### src/rtl/serial_chunk_adder.sv
// Multi-cycle adder/subtractor: adds CHUNK bits per clock over WIDTH/CHUNK RUN cycles.
// Results, carry and signed overflow are registered on the edge that enters DONE.
module serial_chunk_adder #(
    parameter int unsigned WIDTH = 16,
    parameter int unsigned CHUNK = 4
) (
    input  logic             clk,
    input  logic             rst,
    input  logic             start,
    input  logic             mode,
    input  logic [WIDTH-1:0] operandA,
    input  logic [WIDTH-1:0] operandB,
    input  logic             carryIn,
    output logic [WIDTH-1:0] resultSum,
    output logic             resultCarry,
    output logic             overflow,
    output logic             busy,
    output logic             done
);

    localparam int unsigned N     = WIDTH / CHUNK;
    localparam int unsigned CNT_W = (N > 1) ? $clog2(N) : 1;

    typedef enum logic [1:0] {IDLE, RUN, DONE} state_t;

    state_t             state_q, state_d;
    logic [WIDTH-1:0]   a_q, a_d;
    logic [WIDTH-1:0]   b_q, b_d;
    logic [WIDTH-1:0]   acc_q, acc_d;
    logic [WIDTH-1:0]   sum_q, sum_d;
    logic               carry_q, carry_d;
    logic               res_carry_q, res_carry_d;
    logic               ovf_q, ovf_d;
    logic               busy_q, busy_d;
    logic               done_q, done_d;
    logic [CNT_W-1:0]   cnt_q, cnt_d;

    logic [CHUNK-1:0]   chunk_sum_c;
    logic               chunk_cout_c;
    logic               msb_cin_c;
    logic               last_c;

    // Per-cycle chunk adder; carry into the chunk MSB recovered from the sum bit
    assign {chunk_cout_c, chunk_sum_c} = {1'b0, a_q[CHUNK-1:0]} + {1'b0, b_q[CHUNK-1:0]}
                                         + (CHUNK+1)'(carry_q);
    assign msb_cin_c = a_q[CHUNK-1] ^ b_q[CHUNK-1] ^ chunk_sum_c[CHUNK-1];
    assign last_c    = (cnt_q == CNT_W'(N - 1));

    always_comb begin
        state_d     = state_q;
        a_d         = a_q;
        b_d         = b_q;
        acc_d       = acc_q;
        sum_d       = sum_q;
        carry_d     = carry_q;
        res_carry_d = res_carry_q;
        ovf_d       = ovf_q;
        cnt_d       = cnt_q;
        busy_d      = 1'b0;
        done_d      = 1'b0;

        case (state_q)
            IDLE, DONE: begin
                if (start) begin
                    a_d     = operandA;
                    b_d     = mode ? ~operandB : operandB;
                    carry_d = mode ? 1'b1 : carryIn;
                    cnt_d   = '0;
                    state_d = RUN;
                    busy_d  = 1'b1;
                end else begin
                    state_d = IDLE;
                end
            end
            RUN: begin
                for (int unsigned i = 0; i < N; i++) begin
                    if (cnt_q == CNT_W'(i)) begin
                        acc_d[i*CHUNK +: CHUNK] = chunk_sum_c;
                    end
                end
                carry_d = chunk_cout_c;
                a_d     = a_q >> CHUNK;
                b_d     = b_q >> CHUNK;
                cnt_d   = cnt_q + CNT_W'(1);
                busy_d  = 1'b1;
                if (last_c) begin
                    // Publish only the completed word, never partial chunks
                    state_d     = DONE;
                    busy_d      = 1'b0;
                    done_d      = 1'b1;
                    sum_d       = acc_d;
                    res_carry_d = chunk_cout_c;
                    ovf_d       = msb_cin_c ^ chunk_cout_c;
                end
            end
            default: state_d = IDLE;
        endcase
    end

    always_ff @(posedge clk or posedge rst) begin
        if (rst) begin
            state_q     <= IDLE;
            a_q         <= '0;
            b_q         <= '0;
            acc_q       <= '0;
            sum_q       <= '0;
            carry_q     <= 1'b0;
            res_carry_q <= 1'b0;
            ovf_q       <= 1'b0;
            busy_q      <= 1'b0;
            done_q      <= 1'b0;
            cnt_q       <= '0;
        end else begin
            state_q     <= state_d;
            a_q         <= a_d;
            b_q         <= b_d;
            acc_q       <= acc_d;
            sum_q       <= sum_d;
            carry_q     <= carry_d;
            res_carry_q <= res_carry_d;
            ovf_q       <= ovf_d;
            busy_q      <= busy_d;
            done_q      <= done_d;
            cnt_q       <= cnt_d;
        end
    end

    assign resultSum   = sum_q;
    assign resultCarry = res_carry_q;
    assign overflow    = ovf_q;
    assign busy        = busy_q;
    assign done        = done_q;

endmodule

### config.mk
export PLATFORM = sky130hd
export DESIGN_NAME = serial_chunk_adder
export DESIGN_NICKNAME = d
export VERILOG_FILES = /design/src/rtl/serial_chunk_adder.sv
export SDC_FILE = /design/constraint.sdc
export NUM_CORES = 1
export LEC_CHECK = 0
export CORE_ASPECT_RATIO = 1.4
export CORE_MARGIN = 3
export CORE_UTILIZATION = 52
export DETAILED_ROUTE_END_ITERATION = 16
export HOLD_SLACK_MARGIN = 0.05
export PLACE_DENSITY = 0.9
export SETUP_SLACK_MARGIN = 0.5
export SLEW_MARGIN = 25
export SYNTH_ARGS = -nofsm -noshare
export SYNTH_HDL_FRONTEND = slang
export SYNTH_SLANG_ARGS = --single-unit
export TNS_END_PERCENT = 1
### constraint.sdc
create_clock -name clk -period 3.3 [get_ports clk]
set_input_delay 0.99 -clock clk [delete_from_list [all_inputs] [get_ports clk]]
set_output_delay 0.99 -clock clk [all_outputs]
set_load 0.05 [all_outputs]
# --- Word-level counts from Yosys, hierarchy flattened ---
# Cells that the tools add are included.
totals:
  out_inout_bits: 20
  wordCells: 53
  reg_bits: 73
  inputBits: 37
op_classes:
  n_addsub: 3
  eq_ne: 7
  bitwise: 4
  mux: 22
  reduce_logical: 6
op_table:
  columns: ["cell", "count"]
  rows:
  - ["one-hot mux 16 bit (2 select lines)", 2]
  - ["two-way mux 16 bit", 3]
  - ["two-way mux 4 bit", 4]
  - ["inverter 16 bit", 1]
  - ["one-hot mux 2 bit (2 select lines)", 2]
  - ["two-way mux 1 bit", 7]
  - ["== test 2 bit, second input constant", 3]
  - ["adder 4 x 4 -> 5 bit", 1]
  - ["adder 5 x 1 -> 5 bit", 1]
  - ["== test 2 x 1 -> 1 bit, second input constant", 2]
  - ["zero test 2 bit", 2]
  - ["two-way mux 2 bit", 2]
  - ["inequality test 2 bit, second input constant", 2]
  - ["one-hot mux 1 bit (2 select lines)", 2]
  - ["AND reduction 2 bit", 2]
  - ["bitwise XOR 1 bit", 3]
  - ["adder 2 x 1 -> 2 bit, second input constant", 1]
  - ["nonzero test 2 bit", 1]
  - ["OR reduction 2 bit", 1]

# --- Longest topological paths before layout ---
depth:
  ltp_word: 4
  mapped_depth: 6
  mapped_depth_nobuf: 6

# --- Least setup slack after synthesis ---
# No wires, ideal clock.
synth_timing:
  path_type: "register -> register"
  startpoint: "register a_q[0]"
  endpoint: "register ovf_q, in the netlist overflow"
  arrival_ps: 1833
  setup_time_ps: 133
  synth_period_minus_slack_ps: 1966
  path_buffers: 0
  path_stages_with_launch: 7
  slack_ps: 1334
  cell_sequence: "dfrtp_1 > fa_1 > fa_1 > a21o_1 > a21oi_1 > xnor2_1 > o21ai_0"
synth_via:
  elab_chain_len: 4
synth_rtl:
  columns: ["item", "line_no", "rtl"]
  rows:
  - ["from (decl)", "27", "logic [WIDTH-1:0] a_q, a_d;"]
  - ["from (signal assigned)", "103", "a_q <= '0;"]
  - ["from (signal assigned)", "115", "a_q <= a_d;"]
  - ["adder 4 x 4 -> 5 bit *", "44", "assign {chunk_cout_c, chunk_sum_c} = {1'b0, a_q[CHUNK-1:0]} + {1'b0, b_q[CHUNK-1:0]}"]
  - ["adder 5 x 1 -> 5 bit *", "45", "+ (CHUNK+1)'(carry_q);"]
  - ["bitwise XOR 1 bit", "46", "assign msb_cin_c = a_q[CHUNK-1] ^ b_q[CHUNK-1] ^ chunk_sum_c[CHUNK-1];"]
  - ["bitwise XOR 1 bit *", "93", "ovf_d = msb_cin_c ^ chunk_cout_c;"]
  - ["to (signal assigned)", "121", "ovf_q <= ovf_d;"]
  - ["to (decl)", "33", "logic ovf_q, ovf_d;"]
# Every way passes the cells marked *; elsewhere a longest branch is shown, timed or not.
# A chain may end at the register's enable or synchronous reset.

# --- Worst setup path in the final report ---
layout_timing:
  startpoint: "register sum_q[3], in the netlist resultSum[3]"
  endpoint: "output port resultSum[3]"
layout_lines:
  columns: ["item", "line_no", "rtl"]
  rows:
  - ["from (decl)", "30", "logic [WIDTH-1:0] sum_q, sum_d;"]
  - ["from (signal assigned)", "118", "sum_q <= sum_d;"]
  - ["to (decl)", "14", "output logic [WIDTH-1:0] resultSum,"]
# No word-level cell between the ends.

==> metrics list <==
- Run status: completed
- Final setup violation count: 0
- Detailed placement finished with a half-perimeter wire length of 4240 um.
- Data on the critical path is required at its endpoint by 2.31 ns.
- By startpoint and endpoint, the worst setup path is classified as reg -> out.
- Subtracting the final worst setup slack from the clock period gives 2.51 ns.
* Global-route usage over all layers: 19.5%
- For the pin with the worst max-slew slack, the measured transition is 0.803 ns.
- Reg2Reg Launch Point: a_q[0]
* Class of the tightest hold or removal check: reg -> reg
* Portion of synthesized cell area occupied by the leading cell type: 55.0%
- RSZ-0062 raised after global routing: false
* Area contributors post-synth: sky130_fd_sc_hd__dfrtp_1 (55%), sky130_fd_sc_hd__nand2_1 (7.2%), sky130_fd_sc_hd__o21ai_0 (5.1%)
- Routed length per instance: 15.1 um
* Number of nets in the synthesized netlist: 334
- The worst setup path is launched from a flip-flop.
- For this design the ratio of total power to cell area is 1110 mW/mm2.
- Counting flops with a built-in enable in the synthesized netlist gives 0.
* Total DRC errors in the routed layout: 0
- Total of max-cap violations: 0
- The repair_antennas step left the layout with diodes totalling 0.
* Number of setup buffers added after CTS: 0
- Wire length of the first global-routing pass: 10800 um
* Starting density of the core: 55.2%
- Met1 Track Usage GR: 24.8%
- The number of antenna violations at the first check in global routing is 0.
* Post-synthesis async set-or-reset flop share: 100%
- Once detail routing completed, the nets flagged for antenna violations numbered 0.
- The die is 97.9 um tall.
* X dimension of the die: 71.7 um
- Gate family responsible for the most delay along the worst path: buffers and inverters
* IO Port Bufs: 56
* Most crowded layer after global routing: met2
- M2 GR Usage: 31.2%
* Gp weighted congestion: 0.770
- Worst R2R Path Depth: 6
* Leak Pwr: 1.78 nW
* Hold buffer count at CTS: 0
- The first routing iteration left 206 violations.
- In this run, synthesis produced a sequential element count of 69.
* Fmax achieved: 399 MHz
- For this run, the slowest stage of the critical path takes 0.81 ns.
* Worst voltage drop across the vdd grid: 0.598 mV
- In this run the cell area of the synthesized design comes to 0.00314 mm2.
- Global routing finished with a remaining overflow of 0.
- Clk sinks: 69
- The most common cell in the synthesized netlist is sky130_fd_sc_hd__dfrtp_1.
- After synthesis, flip-flops and latches occupy 55.0% of the total area.
* Number of buffers and inverters on the critical path: 1
- The final layout contains 386 nets.
* Total of warnings raised by yosys: 0
* Final clock period utilization by the worst path: 75.9%
- CTS tree: built
* Final core occ: 69.3%
* Maximum number of buffers from clock root to sink: 2
* Vias/cell: 5.51
* Maximum clock skew at final layout: 0.0114 ns
- Cells after Synth: 288
* Clock transition time at the flip-flop clock pins of the worst setup and hold paths: 0.08 ns
- Top Ports: 57
* Routed via count: 2275
- After floorplanning, the core was sized to cover 0.00569 mm2.
- The worst hold path begins at acc_q[11].
- Ranking of synthesized cells by instance count: sky130_fd_sc_hd__dfrtp_1 (69), sky130_fd_sc_hd__nand2_1 (60), sky130_fd_sc_hd__o21ai_0 (32)
- Count of cell types in the netlist: 31
- Clk Tree Root Cell: sky130_fd_sc_hd__clkbuf_8
* Area growth from synthesis to final layout: 25.6%
- In this run the number of H-tree levels came out at 3.
- sky130_fd_sc_hd__dfrtp_1 takes more of the synthesized area than any other cell.
- Type of element capturing the critical path: output pin
* Num rows: 32
* Syn_area_per_cell: 10.9 um2
- TritonCTS created 9 clock buffers.
* DR pass1 iterations: 4
- Vias in the first global route: 2335
* Hold worst-path end: acc_q[11]
- Setup slack on the worst reg-to-reg path comes out at 0.91 ns.
- The final-report hold violation count came to 0.
* Clk_lat worst skew: 0.35 ns
- Maximum number of pins on one net before global-route repair: 70
- In the synthesized netlist the dominant register cell turns out to be sky130_fd_sc_hd__dfrtp_1.
- Along the worst hold path, the cell count comes to 2.
- Setup total negative slack on the finished layout was measured at 0 ns.
* Critical-path top delay cell: sky130_fd_sc_hd__clkdlybuf4s50_1
- Reg-to-reg critical path endpoint: resultSum[6]
- Overall Power: 0.00437 W
- Data on the critical path arrives at its endpoint at 1.52 ns.
- Global routing consumed, on the met3 layer, 4.33% of the routing resources.
* Max FO, Critical Path: 2
- The count of pins over their slew limit was 0.
- Walking the worst path, the cells encountered are clkdlybuf4s50_1.
* Proportion of layout cells with a drive suffix above 1: 10.1%
- For this block, the routed nets add up to 6220 um of wire.
* Die area: 0.00702 mm2
* Number of gates given a new drive strength after cts: 0
- In this run the tightest slew margin relative to its limit is 46.3%.
[how the worst max path moves through the flow]
stage | cells after the start | to | start
2_1_floorplan | 1 | a_q[0] | rst
3_3_place_gp | 4 | b_q[2] | start
3_5_place_dp | 5 | carry_q | start
4_1_cts | 1 | resultSum[14] | resultSum[14]
5_1_grt | 1 | resultSum[4] | resultSum[4]
6_report | 1 | resultSum[3] | resultSum[3]
[cell usage in the layout, fill, tap and decap left out, drive strengths merged, types with 3 or more instances in the layout]
cell / netlist / layout
a21oi: 6 / 6
a221o: 12 / 12
a22o: 5 / 5
a22oi: 12 / 12
buf: 16 / 4
clkbuf: 3 / 10
clkdlybuf4s50: 0 / 56
dfrtp: 69 / 69
ha: 7 / 7
inv: 5 / 7
mux2: 6 / 6
mux2i: 6 / 6
nand2: 63 / 63
nor2: 14 / 14
nor3b: 3 / 3
o21ai: 32 / 32
xnor2: 18 / 18
[sequential cells by signal (all words and copies together), names as in the netlist]
name / count
busy: 1
carry_q: 1
state_q: 2
a_q: 16
resultSum: 16
acc_q: 12
cnt_q: 2
overflow: 1
b_q: 16
resultCarry: 1
done: 1
[kinds of logic after synthesis]
family	after synthesis	synth area share, %
AND/OR/NAND/NOR	85	12.0
AO/OA/AOI/OAI	70	15.0
flip-flops	69	55.0
buffers and inverters	24	4.27
XOR/XNOR	19	5.54
multiplexers	12	4.07
adder cells (fa/ha/maj)	9	4.07
[where the power goes]
part	leakage (nW)	internal [W]	total [W]	switching, W
registers	0.864	0.00124	0.00146	0.000228
clock network	0.113	0.000452	0.000792	0.000340
logic	0.805	0.000796	0.00211	0.00132
total	1.78	0.00248	0.00437	0.00189
[layout make-up]
class | instances | area, um2
inverter | 5 | 18.8
sequential | 69 | 1730
fill | 437 | 1740
timing repair buffer | 60 | 603
tap | 68 | 85.1
clock inverter | 6 | 93.8
clock buffer | 10 | 138
multi-input combinational | 195 | 1280
[per-layer routing]
metal | wire (um) | part of all wire (%) | up-vias
met1 | 2570 | 41 | 1104
met4 | 104 | 1.7 | 0
met2 | 3230 | 52 | 72
met3 | 321 | 5.2 | 10
li1 | - | - | 1089
met5 | 0 | 0 | -
[per-stage QoR]
step / instance area, um2 / hold WS (ns) / setup WS, ns / std cells
2_1_floorplan: 3140 / 0.442 / 0.570 / 288
3_3_place_gp: 3710 / 0.456 / 0.830 / 397
3_5_place_dp: 3710 / 0.463 / 0.768 / 397
4_1_cts: 3940 / 0.481 / 0.783 / 413
5_1_grt: 3940 / 0.503 / 0.744 / 413
6_report: 3940 / 0.474 / 0.794 / 413
Note: power is estimated with default switching activity, not from simulation.
